--- src/rtl/fp32_divider_seq.sv ---
// Iterative FP32 divider: restoring quotient loop, ItersPerCycle bits per clock, start/done handshake.
// Optional sticky error/overflow accumulator enabled by defining FP_DIV_STICKY_FLAGS_EN.
module fp32_divider_seq #(
    parameter int unsigned ItersPerCycle = 1
) (
    input  logic        clk_i,
    input  logic        rst_ni,
    input  logic        start_i,
    input  logic [31:0] a_i,
    input  logic [31:0] b_i,
    input  logic [1:0]  round_mode_i,
`ifdef FP_DIV_STICKY_FLAGS_EN
    input  logic        clear_flags_i,
    output logic [1:0]  sticky_flags_o,
`endif
    output logic        busy_o,
    output logic        done_o,
    output logic [31:0] result_div_o,
    output logic        error_div_o,
    output logic        overflow_div_o
);
    localparam int unsigned NumCycles = (26 + ItersPerCycle - 1) / ItersPerCycle;

    typedef enum logic [1:0] {StIdle, StDiv, StRound, StFin} state_e;

    state_e      state_q, state_d;
    logic [4:0]  cnt_q, cnt_d;
    logic [25:0] rem_q, rem_d, quo_q, quo_d;
    logic [23:0] mb_q, mb_d;
    logic [9:0]  exp_q, exp_d;
    logic        sign_q, sign_d, spec_q, spec_d, spec_err_q, spec_err_d, spec_ovf_q, spec_ovf_d;
    logic [1:0]  rm_q, rm_d;
    logic [31:0] spec_res_q, spec_res_d, res_q, res_d;
    logic        err_q, err_d, ovf_q, ovf_d;

    // Operand decode; exponent 0 is flushed to signed zero.
    logic [7:0]  ea, eb;
    logic [23:0] ma, mb;
    logic        a_zero, b_zero, a_inf, b_inf, a_nan, b_nan, s_in, adj;
    logic [9:0]  exp_in;
    assign ea     = a_i[30:23];
    assign eb     = b_i[30:23];
    assign ma     = {1'b1, a_i[22:0]};
    assign mb     = {1'b1, b_i[22:0]};
    assign a_zero = (ea == 8'h00);
    assign b_zero = (eb == 8'h00);
    assign a_inf  = (ea == 8'hFF) && (a_i[22:0] == 23'd0);
    assign b_inf  = (eb == 8'hFF) && (b_i[22:0] == 23'd0);
    assign a_nan  = (ea == 8'hFF) && (a_i[22:0] != 23'd0);
    assign b_nan  = (eb == 8'hFF) && (b_i[22:0] != 23'd0);
    assign s_in   = a_i[31] ^ b_i[31];
    assign adj    = (ma < mb);
    assign exp_in = {2'b00, ea} - {2'b00, eb} + 10'd127 - {9'd0, adj};

    logic        in_spec, sp_err, sp_ovf;
    logic [31:0] sp_res;
    always_comb begin
        in_spec = 1'b1;
        sp_res  = {s_in, 31'd0};
        sp_err  = 1'b0;
        sp_ovf  = 1'b0;
        if (a_nan || b_nan || (a_inf && b_inf) || (a_zero && b_zero)) begin
            sp_res = 32'h7FC0_0000;
            sp_err = 1'b1;
        end else if (a_inf) begin
            sp_res = {s_in, 8'hFF, 23'd0};
        end else if (b_inf) begin
            sp_res = {s_in, 31'd0};
        end else if (b_zero) begin
            sp_res = {s_in, 8'hFF, 23'd0};
            sp_err = 1'b1;
            sp_ovf = 1'b1;
        end else if (a_zero) begin
            sp_res = {s_in, 31'd0};
        end else begin
            in_spec = 1'b0;
        end
    end

    // Restoring step(s): remainder stays below 2*Mb, so 26 bits never overflow.
    logic [25:0] rem_n, quo_n;
    always_comb begin
        rem_n = rem_q;
        quo_n = quo_q;
        for (int i = 0; i < int'(ItersPerCycle); i++) begin
            if (rem_n >= {2'b00, mb_q}) begin
                quo_n = {quo_n[24:0], 1'b1};
                rem_n = (rem_n - {2'b00, mb_q}) << 1;
            end else begin
                quo_n = {quo_n[24:0], 1'b0};
                rem_n = rem_n << 1;
            end
        end
    end

    // quo_q = {1.int, 23 frac, G, R}
    logic        g_bit, r_bit, lsb, sticky, inexact, inc;
    logic [24:0] mant_r;
    logic [9:0]  exp_r;
    logic [31:0] rnd_res;
    logic        rnd_err, rnd_ovf;
    assign g_bit   = quo_q[1];
    assign r_bit   = quo_q[0];
    assign lsb     = quo_q[2];
    assign sticky  = |rem_q;
    assign inexact = g_bit | r_bit | sticky;
    always_comb begin
        unique case (rm_q)
            2'b00:   inc = ~sign_q & inexact;
            2'b01:   inc = sign_q & inexact;
            2'b10:   inc = g_bit & (r_bit | sticky | lsb);
            default: inc = 1'b0;
        endcase
        mant_r  = {1'b0, quo_q[25:2]} + {24'd0, inc};
        exp_r   = exp_q + {9'd0, mant_r[24]};
        rnd_err = 1'b0;
        rnd_ovf = 1'b0;
        if ($signed(exp_r) >= 10'sd255) begin
            rnd_res = {sign_q, 8'hFF, 23'd0};
            rnd_err = 1'b1;
            rnd_ovf = 1'b1;
        end else if ($signed(exp_r) <= 10'sd0) begin
            rnd_res = {sign_q, 31'd0};
        end else begin
            rnd_res = {sign_q, exp_r[7:0], mant_r[24] ? 23'd0 : mant_r[22:0]};
        end
    end

    always_comb begin
        state_d    = state_q;
        cnt_d      = cnt_q;
        rem_d      = rem_q;
        quo_d      = quo_q;
        mb_d       = mb_q;
        exp_d      = exp_q;
        sign_d     = sign_q;
        rm_d       = rm_q;
        spec_d     = spec_q;
        spec_res_d = spec_res_q;
        spec_err_d = spec_err_q;
        spec_ovf_d = spec_ovf_q;
        res_d      = res_q;
        err_d      = err_q;
        ovf_d      = ovf_q;
        unique case (state_q)
            StIdle: begin
                if (start_i) begin
                    rem_d      = adj ? {1'b0, ma, 1'b0} : {2'b00, ma};
                    quo_d      = 26'd0;
                    mb_d       = mb;
                    exp_d      = exp_in;
                    sign_d     = s_in;
                    rm_d       = round_mode_i;
                    spec_d     = in_spec;
                    spec_res_d = sp_res;
                    spec_err_d = sp_err;
                    spec_ovf_d = sp_ovf;
                    cnt_d      = 5'd0;
                    // Specials skip the loop but still pass through ROUND.
                    state_d    = in_spec ? StRound : StDiv;
                end
            end
            StDiv: begin
                rem_d = rem_n;
                quo_d = quo_n;
                cnt_d = cnt_q + 5'd1;
                if (cnt_q == 5'(NumCycles - 1)) state_d = StRound;
            end
            StRound: begin
                res_d   = spec_q ? spec_res_q : rnd_res;
                err_d   = spec_q ? spec_err_q : rnd_err;
                ovf_d   = spec_q ? spec_ovf_q : rnd_ovf;
                state_d = StFin;
            end
            StFin: state_d = StIdle;
            default: state_d = StIdle;
        endcase
    end

    always_ff @(posedge clk_i or negedge rst_ni) begin
        if (!rst_ni) begin
            state_q    <= StIdle;
            cnt_q      <= 5'd0;
            rem_q      <= 26'd0;
            quo_q      <= 26'd0;
            mb_q       <= 24'd0;
            exp_q      <= 10'd0;
            sign_q     <= 1'b0;
            rm_q       <= 2'b00;
            spec_q     <= 1'b0;
            spec_res_q <= 32'd0;
            spec_err_q <= 1'b0;
            spec_ovf_q <= 1'b0;
            res_q      <= 32'd0;
            err_q      <= 1'b0;
            ovf_q      <= 1'b0;
        end else begin
            state_q    <= state_d;
            cnt_q      <= cnt_d;
            rem_q      <= rem_d;
            quo_q      <= quo_d;
            mb_q       <= mb_d;
            exp_q      <= exp_d;
            sign_q     <= sign_d;
            rm_q       <= rm_d;
            spec_q     <= spec_d;
            spec_res_q <= spec_res_d;
            spec_err_q <= spec_err_d;
            spec_ovf_q <= spec_ovf_d;
            res_q      <= res_d;
            err_q      <= err_d;
            ovf_q      <= ovf_d;
        end
    end

    assign busy_o         = (state_q == StDiv) || (state_q == StRound);
    assign done_o         = (state_q == StFin);
    assign result_div_o   = res_q;
    assign error_div_o    = err_q;
    assign overflow_div_o = ovf_q;

`ifdef FP_DIV_STICKY_FLAGS_EN
    logic [1:0] sticky_q, sticky_d;
    always_comb begin
        sticky_d = clear_flags_i ? 2'b00 : sticky_q;
        if (done_o) sticky_d = sticky_d | {err_q, ovf_q};
    end
    always_ff @(posedge clk_i or negedge rst_ni) begin
        if (!rst_ni) sticky_q <= 2'b00;
        else         sticky_q <= sticky_d;
    end
    assign sticky_flags_o = sticky_q;
`endif
endmodule

--- config.mk ---
export PLATFORM = sky130hd
export DESIGN_NAME = fp32_divider_seq
export DESIGN_NICKNAME = d
export VERILOG_FILES = /design/src/rtl/fp32_divider_seq.sv
export SDC_FILE = /design/constraint.sdc
export NUM_CORES = 1
export LEC_CHECK = 0
export CAP_MARGIN = 25
export CELL_PAD_IN_SITES_DETAIL_PLACEMENT = 0
export CELL_PAD_IN_SITES_GLOBAL_PLACEMENT = 2
export CORE_ASPECT_RATIO = 1.25
export CORE_UTILIZATION = 32
export CTS_BUF_LIST = sky130_fd_sc_hd__clkbuf_16
export CTS_CLUSTER_DIAMETER = 60
export DETAILED_ROUTE_END_ITERATION = 8
export GPL_TIMING_DRIVEN = 0
export PLACE_DENSITY_LB_ADDON = 0.1
export RECOVER_POWER = 50
export SYNTH_ARGS = -nofsm -noshare
export SYNTH_HDL_FRONTEND = slang
export SYNTH_SLANG_ARGS = --single-unit
--- constraint.sdc ---
create_clock -name clk_i -period 4 [get_ports clk_i]
set_clock_uncertainty 0.05 [all_clocks]
set_input_delay 0.8 -clock clk_i [delete_from_list [all_inputs] [get_ports clk_i]]
set_output_delay 0.8 -clock clk_i [all_outputs]
set_load 0.01 [all_outputs]
# Word-level counts from Yosys, hierarchy flattened
# Cells that the tools add are included.
# op_classes
n_eq_ne,10
n_addsub,7
magnitude_cmp,4
reduce_logical,23
n_bitwise,9
muxes,35
# op_table
cell,count
two-way mux 31 bit,5
one-hot mux 26 bit (2 select lines),2
two-way mux 26 bit,3
two-way mux 32 bit,2
logical NOT 23 bit,2
nonzero test 23 bit,2
>= comparator 26 x 24 -> 1 bit,1
OR reduction 26 bit,1
adder 24 x 1 -> 25 bit,1
two-way mux 25 bit,1
subtractor 25 x 24 -> 25 bit,1
less-than comparator 24 bit,1
two-way mux 23 bit,1
"== test 8 bit, second input constant",2
logical NOT 8 bit,2
two-way mux 1 bit,14
adder 10 x 1 -> 10 bit,1
"adder 9 x 8 -> 10 bit, second input constant",1
">= comparator 10 x 9 -> 1 bit, second input constant",1
"<= comparator 10 x 1 -> 1 bit, second input constant",1
one-hot mux 5 bit (2 select lines),1
subtractor 10 x 1 -> 10 bit,1
subtractor 8 x 8 -> 9 bit,1
one-hot mux 2 bit (4 select lines),1
17 further kinds,39
# word_totals
reg_bits,165
inputBits,69
out_inout_bits,36
word_cells,103

# Longest topological paths before layout
# logic_depth
word_depth,11
mapped_depth,23
mapped_depth_nobuf,22

# Worst setup path after synthesis
# Ideal clock, no wire load.
# synth_timing
path_kind,register -> register
from,register rem_q[18]
to,"register res_q[10], in the netlist result_div_o[10]"
setup_ns,0.122
path_buffers,1
t_arrival_ns,3.996
path_slack_ns,-0.168
required_ns,3.828
stages_incl_launch_ff,23
period_less_slack_ns,4.168
cell_sequence,dfrtp_1 -> nor4_1 -> nand4_1 -> nor2_1 -> nor2_1 -> nor2_1 -> a311oi_1 -> ha_1 -> ha_1 -> nand2_1 -> nor4_2 -> and4_1 -> and3_1 -> ha_1 -> ha_1 -> xor2_1 -> nand4_1 -> or4_1 -> o21ai_1 -> a21oi_1 -> nand3b_2 -> buf_4 -> o2bb2ai_1
# synth_between
elab_chain_len,11
elab_cells_between_ends,16
cone_classes,add/sub: 2; order compare: 2; mux: 5; bitwise: 6; reduce/logical: 1
# synth_rtl
element,line_no,rtl
"start, declared",28,"logic [25:0] rem_q, rem_d, quo_q, quo_d;"
"start signal, assigned",200,rem_q <= rem_d;
OR reduction 26 bit (*),105,assign sticky = |rem_q;
OR 1 bit (2 in a row),111,2'b10: inc = g_bit & (r_bit | sticky | lsb);
AND 1 bit,111,
one-hot mux 1 bit (3 select lines) (*),108,unique case (rm_q)
adder 24 x 1 -> 25 bit (*),114,"mant_r = {1'b0, quo_q[25:2]} + {24'd0, inc};"
adder 10 x 1 -> 10 bit,115,"exp_r = exp_q + {9'd0, mant_r[24]};"
<= comparator 10 x 1 -> 1 bit,122,end else if ($signed(exp_r) <= 10'sd0) begin
two-way mux 31 bit,122,
two-way mux 31 bit (*),118,if ($signed(exp_r) >= 10'sd255) begin
two-way mux 32 bit (*),170,res_d = spec_q ? spec_res_q : rnd_res;
"end signal, assigned",210,res_q <= res_d;
"end, declared",33,"logic [31:0] spec_res_q, spec_res_d, res_q, res_d;"
# Every way passes the cells marked *; elsewhere a longest branch is shown, timed or not.
# A chain may end at the register's enable or synchronous reset.

# Final worst setup path
# layout_timing
from,register rem_q[11]
to,"register res_q[4], in the netlist result_div_o[4]"
# Same word-level chain as after synthesis.

==> flow_metrics.tcl <==
set metrics [dict create \
    status "complete, but fails checks" \
    violations "capacitance limit, slew limit, setup timing" \
    holdPathEnd "mb_q[23]" \
    finalCriticalPeriod_ns 4.234 \
    fp.coreArea_mm2 0.02840 \
    setup-violations-final 33 \
    tightest_slew_ns 1.784 \
    power.density_mw_per_mm2 760.9 \
    die_h_um 191.9 \
    portBuffers 104 \
    grt_pass1_wl_um 47680 \
    cap_violations 2 \
    min_period_over_period 1.059 \
    route.detailed.drc 0 \
    drt-total-wl_um 30470 \
    antenna_found_initial 1 \
    min_path_type "flop to flop" \
    yosys_warnings 0 \
    layout_commonest_cell "dfrtp_1" \
    dpl.cell_count 1483 \
    detail-route-antenna-nets 0 \
    synthFlopType "dfrtp_1" \
    ctsLongestPathBuffers 2 \
    min-delay-start "mb_q[23]" \
    fillers 2904 \
    worstPathRequired_ns 4.26 \
    grt_overflow 0 \
    cts_buffers 17 \
    num_antenna_cells 0 \
    gp_congestion 0.8127 \
    setup_slack_ns -0.2341 \
    p_leak_nw 5.356 \
    die_x_um 153.9 \
    synthTopCellsByArea "dfrtp_1 37%, ha_1 9.8%, nand2_1 3.8%, nor2_1 3.6%, o21ai_0 3.4%" \
    finalHoldViolations 0 \
    grt.total_usage 0.2136 \
    fin_nets 1341 \
    ios 105 \
    place_ws_ns -0.9942 \
    initial_core_util 0.3251 \
    cts_tree "yes" \
    synth_top_area_frac 0.3686 \
    synth_nets 1167 \
    syn2layout_area_growth_pct 31.62 \
    r2r_cells 23 \
    clk_latency_ns 0.43 \
    worstPathArrival_ns 4.50 \
    wl_per_cell_um 19.47 \
    vias 8226 \
    dr.pass1.iters 4 \
    rsz0062_at_grt "yes" \
    rr_endpoint "result_div_o[4]" \
    clock.fmax_mhz 236.2 \
    reg2reg_from "rem_q[11]" \
    htreeDepth 4 \
    synth_area_per_cell_um2 9.025 \
    yosysTopAreaCell "dfrtp_1" \
    final_cells 1565 \
    cts_sinks 136 \
    drive_above_1_share 0.1628 \
    max-slew-margin-rel -0.1894 \
    critical_path.max_fanout 6 \
    clock-root-buffer "clkbuf_16" \
    num_rows 69 \
    die-area_mm2 0.02954 \
    vias_per_cell 5.256 \
    synth_area_mm2 0.009233 \
    clk_pin_slew_worst_paths_ns 0.06 \
    power.total_mw 9.246 \
    peakVddDrop_uv 279.1 \
    ys_seq_elements 136 \
    critPathLaunchType "flop" \
    synthCells 1023 \
    layout_common_cells "129 x dfrtp_1, 93 x nand2_1, 86 x nor2_1" \
    dr.first_iter.drc_count 339 \
    slew_viol_final 139 \
    worst-setup-path-type "flop to flop" \
    synth.distinct_cells 77 \
    async_flop_share 1.000 \
    rrSetupSlack_ns -0.23 \
    yosysSeqAreaShare 0.3686 \
    grt_max_degree 75 \
    synth-edff-count 0 \
    grt_pass1_vias 8371 \
    hold_depth 2 \
    hpwlAfterDp_um 23290 \
    critPathCaptureType "flop" \
]
## how the worst max path moves through the flow
stage | startpoint | cells after the start | endpoint
after detailed placement | b_i[6] | 20 | exp_q[9]
final | rem_q[11] | 23 | result_div_o[4]
after global placement | rst_ni | 1 | exp_q[8]
after floorplan | b_i[6] | 19 | exp_q[9]
after global routing | rem_q[19] | 22 | result_div_o[25]
after CTS | rem_q[5] | 23 | result_div_o[4]
## worst max-delay path, stage by stage (launching register included)
cell       delay [ns]
dfrtp_1          0.40
nor3_2           0.06
nand3_1          0.14
nor2_2           0.08
nor2_1           0.10
nor2_1           0.05
a311oi_1         0.26
ha_2             0.27
ha_4             0.15
nand2_4          0.06
nor4_4           0.21
and4_1           0.27
and3_4           0.22
ha_4             0.16
ha_4             0.13
buf_6            0.11
xor2_4           0.16
nand4_1          0.08
or4_1            0.49
o21ai_2          0.17
a21oi_2          0.09
nand3b_4         0.17
buf_6            0.14
o2bb2ai_1        0.06
## flip-flops by register name, summed over array words and instances, names as in the netlist
register	flops
spec_res_q	3
mb_q	24
state_q	2
spec_q	1
exp_q	10
rm_q	2
quo_q	26
spec_err_q	1
cnt_q	5
result_div_o	32
spec_ovf_q	1
overflow_div_o	1
sign_q	1
rem_q	26
error_div_o	1
## final cells by class
type                    count  area, µm²  share of cell area
plain buffers              40      217.7             0.01792
clock buffers              17      425.4             0.03501
clock inverters            15      175.2             0.01442
inverters                  85      319.1             0.02626
multi-input cells         762       5733              0.4718
flip-flops and latches    136       3412              0.2808
well taps                 355      444.2             0.03655
repair buffers            155       1425              0.1173
## timing repair
action                     CTS  global route
cloned                       2             0
setup endpoints to repair   38            37
hold buffers                 0             0
buffers inserted            37            11
pin swaps                   38            32
gates resized for setup     74            41
## cells by family after synthesis
group	Yosys count	share of synthesized area
AOI/OAI and AO/OA	284	0.2156
xor gates and xnor gates	61	0.05787
adders and majority gates	75	0.1041
buffers and inverters	125	0.05692
DFF	136	0.3686
muxes	34	0.03849
and+or+nand+nor	308	0.1584
## report_power, final
| part | switching [mW] | total, mW | internal (mW) |
|---|---|---|---|
| combinational | 3.14 | 5.39 | 2.25 |
| clock | 0.662 | 1.64 | 0.981 |
| sequential | 0.381 | 2.21 | 1.83 |
## synth_stat cells (6+ instances only)
cell and instances:
dfrtp_1 136, nand2_1 94, nor2_1 89, inv_1 84
ha_1 72, o21ai_0 63, a21oi_1 59, xor2_1 31
xnor2_1 30, clkbuf_1 26, nand3_1 25, a22o_1 24
a21o_1 23, mux2i_1 22, o2bb2ai_1 22, nand4_1 21
nor4_1 21, nor3_1 16, mux2_2 12, a221oi_1 11
and3_1 9, a31oi_1 8, o31ai_1 8, a211oi_1 7
o21bai_1 6, o22ai_1 6
## per-layer routing
metal	global-route usage	wire [µm]
met1	0.2651	13750
met2	0.3701	14950
met3	0.03565	997
met4	0.08077	762
met5	0	13
## per-stage QoR
step / hold WS (ns) / utilization / setup TNS (ns) / area [µm²]
finish: 0.4249 / 0.4278 / -6.793 / 12150
global route: 0.4430 / 0.4278 / -13.20 / 12150
CTS: 0.3290 / 0.4190 / -9.770 / 11900
detailed placement: 0.4197 / 0.3791 / -31.55 / 10770
global placement: 0.4129 / 0.3781 / -567.85 / 10740
floorplan: 0.3675 / - / 0 / 9254
(Power assumes the default switching activity.)
==> RTL edit (same settings) <==
Re-encode `state_e` (4 states) as Gray code, 2 bits wide.
--- a/src/rtl/fp32_divider_seq.sv
+++ b/src/rtl/fp32_divider_seq.sv
@@ -21,7 +21,7 @@
 );
     localparam int unsigned NumCycles = (26 + ItersPerCycle - 1) / ItersPerCycle;
 
-    typedef enum logic [1:0] {StIdle, StDiv, StRound, StFin} state_e;
+    typedef enum logic [1:0] {StIdle = 2'b00, StDiv = 2'b01, StRound = 2'b11, StFin = 2'b10} state_e;
 
     state_e      state_q, state_d;
     logic [4:0]  cnt_q, cnt_d;
Formal check against the unedited RTL: same outputs for any inputs over 4 cycles, from zero or initial values and one cycle with rst_ni low; so few cycles prove little.
==> RTL edit against the unedited design <==
- the flow still finishes with violations (max-capacitance violations, max-slew violations, negative setup slack)
- synthesized cell count grew 1.4%
- worst hold slack lost 0.022 ns
- design area shrank 1.6%
- wire length shrank 1.8%
- power grew 17%
- area after synthesis shrank 0.49%
- sequential cell count is the same
- cell count shrank 0.19%
- critical path depth shrank 1
- worst setup slack lost 0.022 ns
- critical endpoint is now result_div_o[8]
- largest power group unchanged
==> RTL edit: results (changes against the unedited design) <==
sta:
  setup_violations: 29  # -12%
  timing.hold.ws_ns: 0.4033  # -0.02161 ns
  setup_ws_ns: -0.2557  # -0.02157 ns
  tightestPinTransition_ns: 1.771  # -0.01269 ns
  tns_ns: -5.574  # +1.219 ns
  finalMaxSlewViolations: 139  # unchanged
synthesis:
  netlist_top_cells_area: "dfrtp_1, ha_1, nand2_1"
  synth.area.mux_share_pct: 3.609  # -0.24 points
  yosys-top-cells-count: "dfrtp_1, nand2_1, inv_1, o21ai_0, ha_1"
  ys_types: 76  # -1.3%
  synth_xor_area_share_pct: 5.720  # -0.067 points
  synth_compound_area_share_pct: 20.43  # -1.1 points
  yosys.area_share.adder_pct: 9.914  # -0.49 points
  synth_fp_nets: 1177  # +0.86%
  netlist_instances: 1037  # +1.4%
run_status:
  status: "finished, violations left"
  violations: "max-capacitance violations, max-slew violations, negative setup slack"
pwr:
  p_sw_share_pct: 46.40  # +1.1 points
  power_frac_comb_pct: 61.0  # +2.7 points
  p_leak_nw: 5.406  # +0.93%
  ir_worst_vdd_v: 0.0003457  # +24%
worst_setup_path:
  worstSetupStartpoint: "quo_q[0]"
  cpPeakStageDelay_ns: 0.44  # -0.05 ns
  worstPathArrival_ns: 4.56  # +0.06 ns
route:
  top_layer_used: "met4"
  met2_length_mm: 15.77  # +5.5%
  drtIter0Drc: 284  # -16%
  wl_per_cell_um: 19.15  # -1.6%
  met3_length_um: 782  # -22%
placed_design:
  place_congestion: 0.8429  # +3.7%
  pre_cts_slack_ns: -1.377  # -0.3830 ns
flow_run:
  max-cap-violations: 2  # unchanged
global_route:
  grt_usage_pct: 21.28  # -0.077 points
  grtUsageMet3_pct: 2.267  # -1.3 points
  grt_antenna_before_repair: 0  # -1
  gr-usage-met1_pct: 24.97  # -1.5 points
final_layout:
  final_cells: 1562  # -0.19%
  fin_nets: 1334  # -0.52%
  regArea_um2: 3415  # about the same
  fill_cells: 2882  # -0.76%
RTL edit: cell count changes after synthesis, moves of 6 or more:
| cell | change |
|---|---|
| nor2_1 | -25 |
| nand2_1 | +38 |
| a21o_1 | -6 |
| o2bb2ai_1 | -22 |
| o21ai_0 | +6 |
| o21a_1 | +6 |
| o21ai_1 | +20 |
| and3_1 | +8 |
| a221oi_1 | -10 |
| a22oi_1 | +6 |
| inv_1 | -8 |
RTL edit: area by class of cell:
type,instances,area share [%]
clock inverters,15,1.328
repair buffers,138,10.78
plain buffers,40,2.218
clock buffers,17,3.556
multi-input cells,784,47.44
flip-flops and latches,136,28.55
inverters,77,2.416
well taps,355,3.713
RTL edit: what timing repair did:
| item | in CTS | in global routing |
|---|---|---|
| setup endpoints to repair | 41 | 36 |
| resized for setup | 87 | 60 |
| hold buffers | 0 | 0 |
| buffers inserted | 18 | 13 |
| pin swaps | 36 | 23 |
| cloned | 2 | 0 |
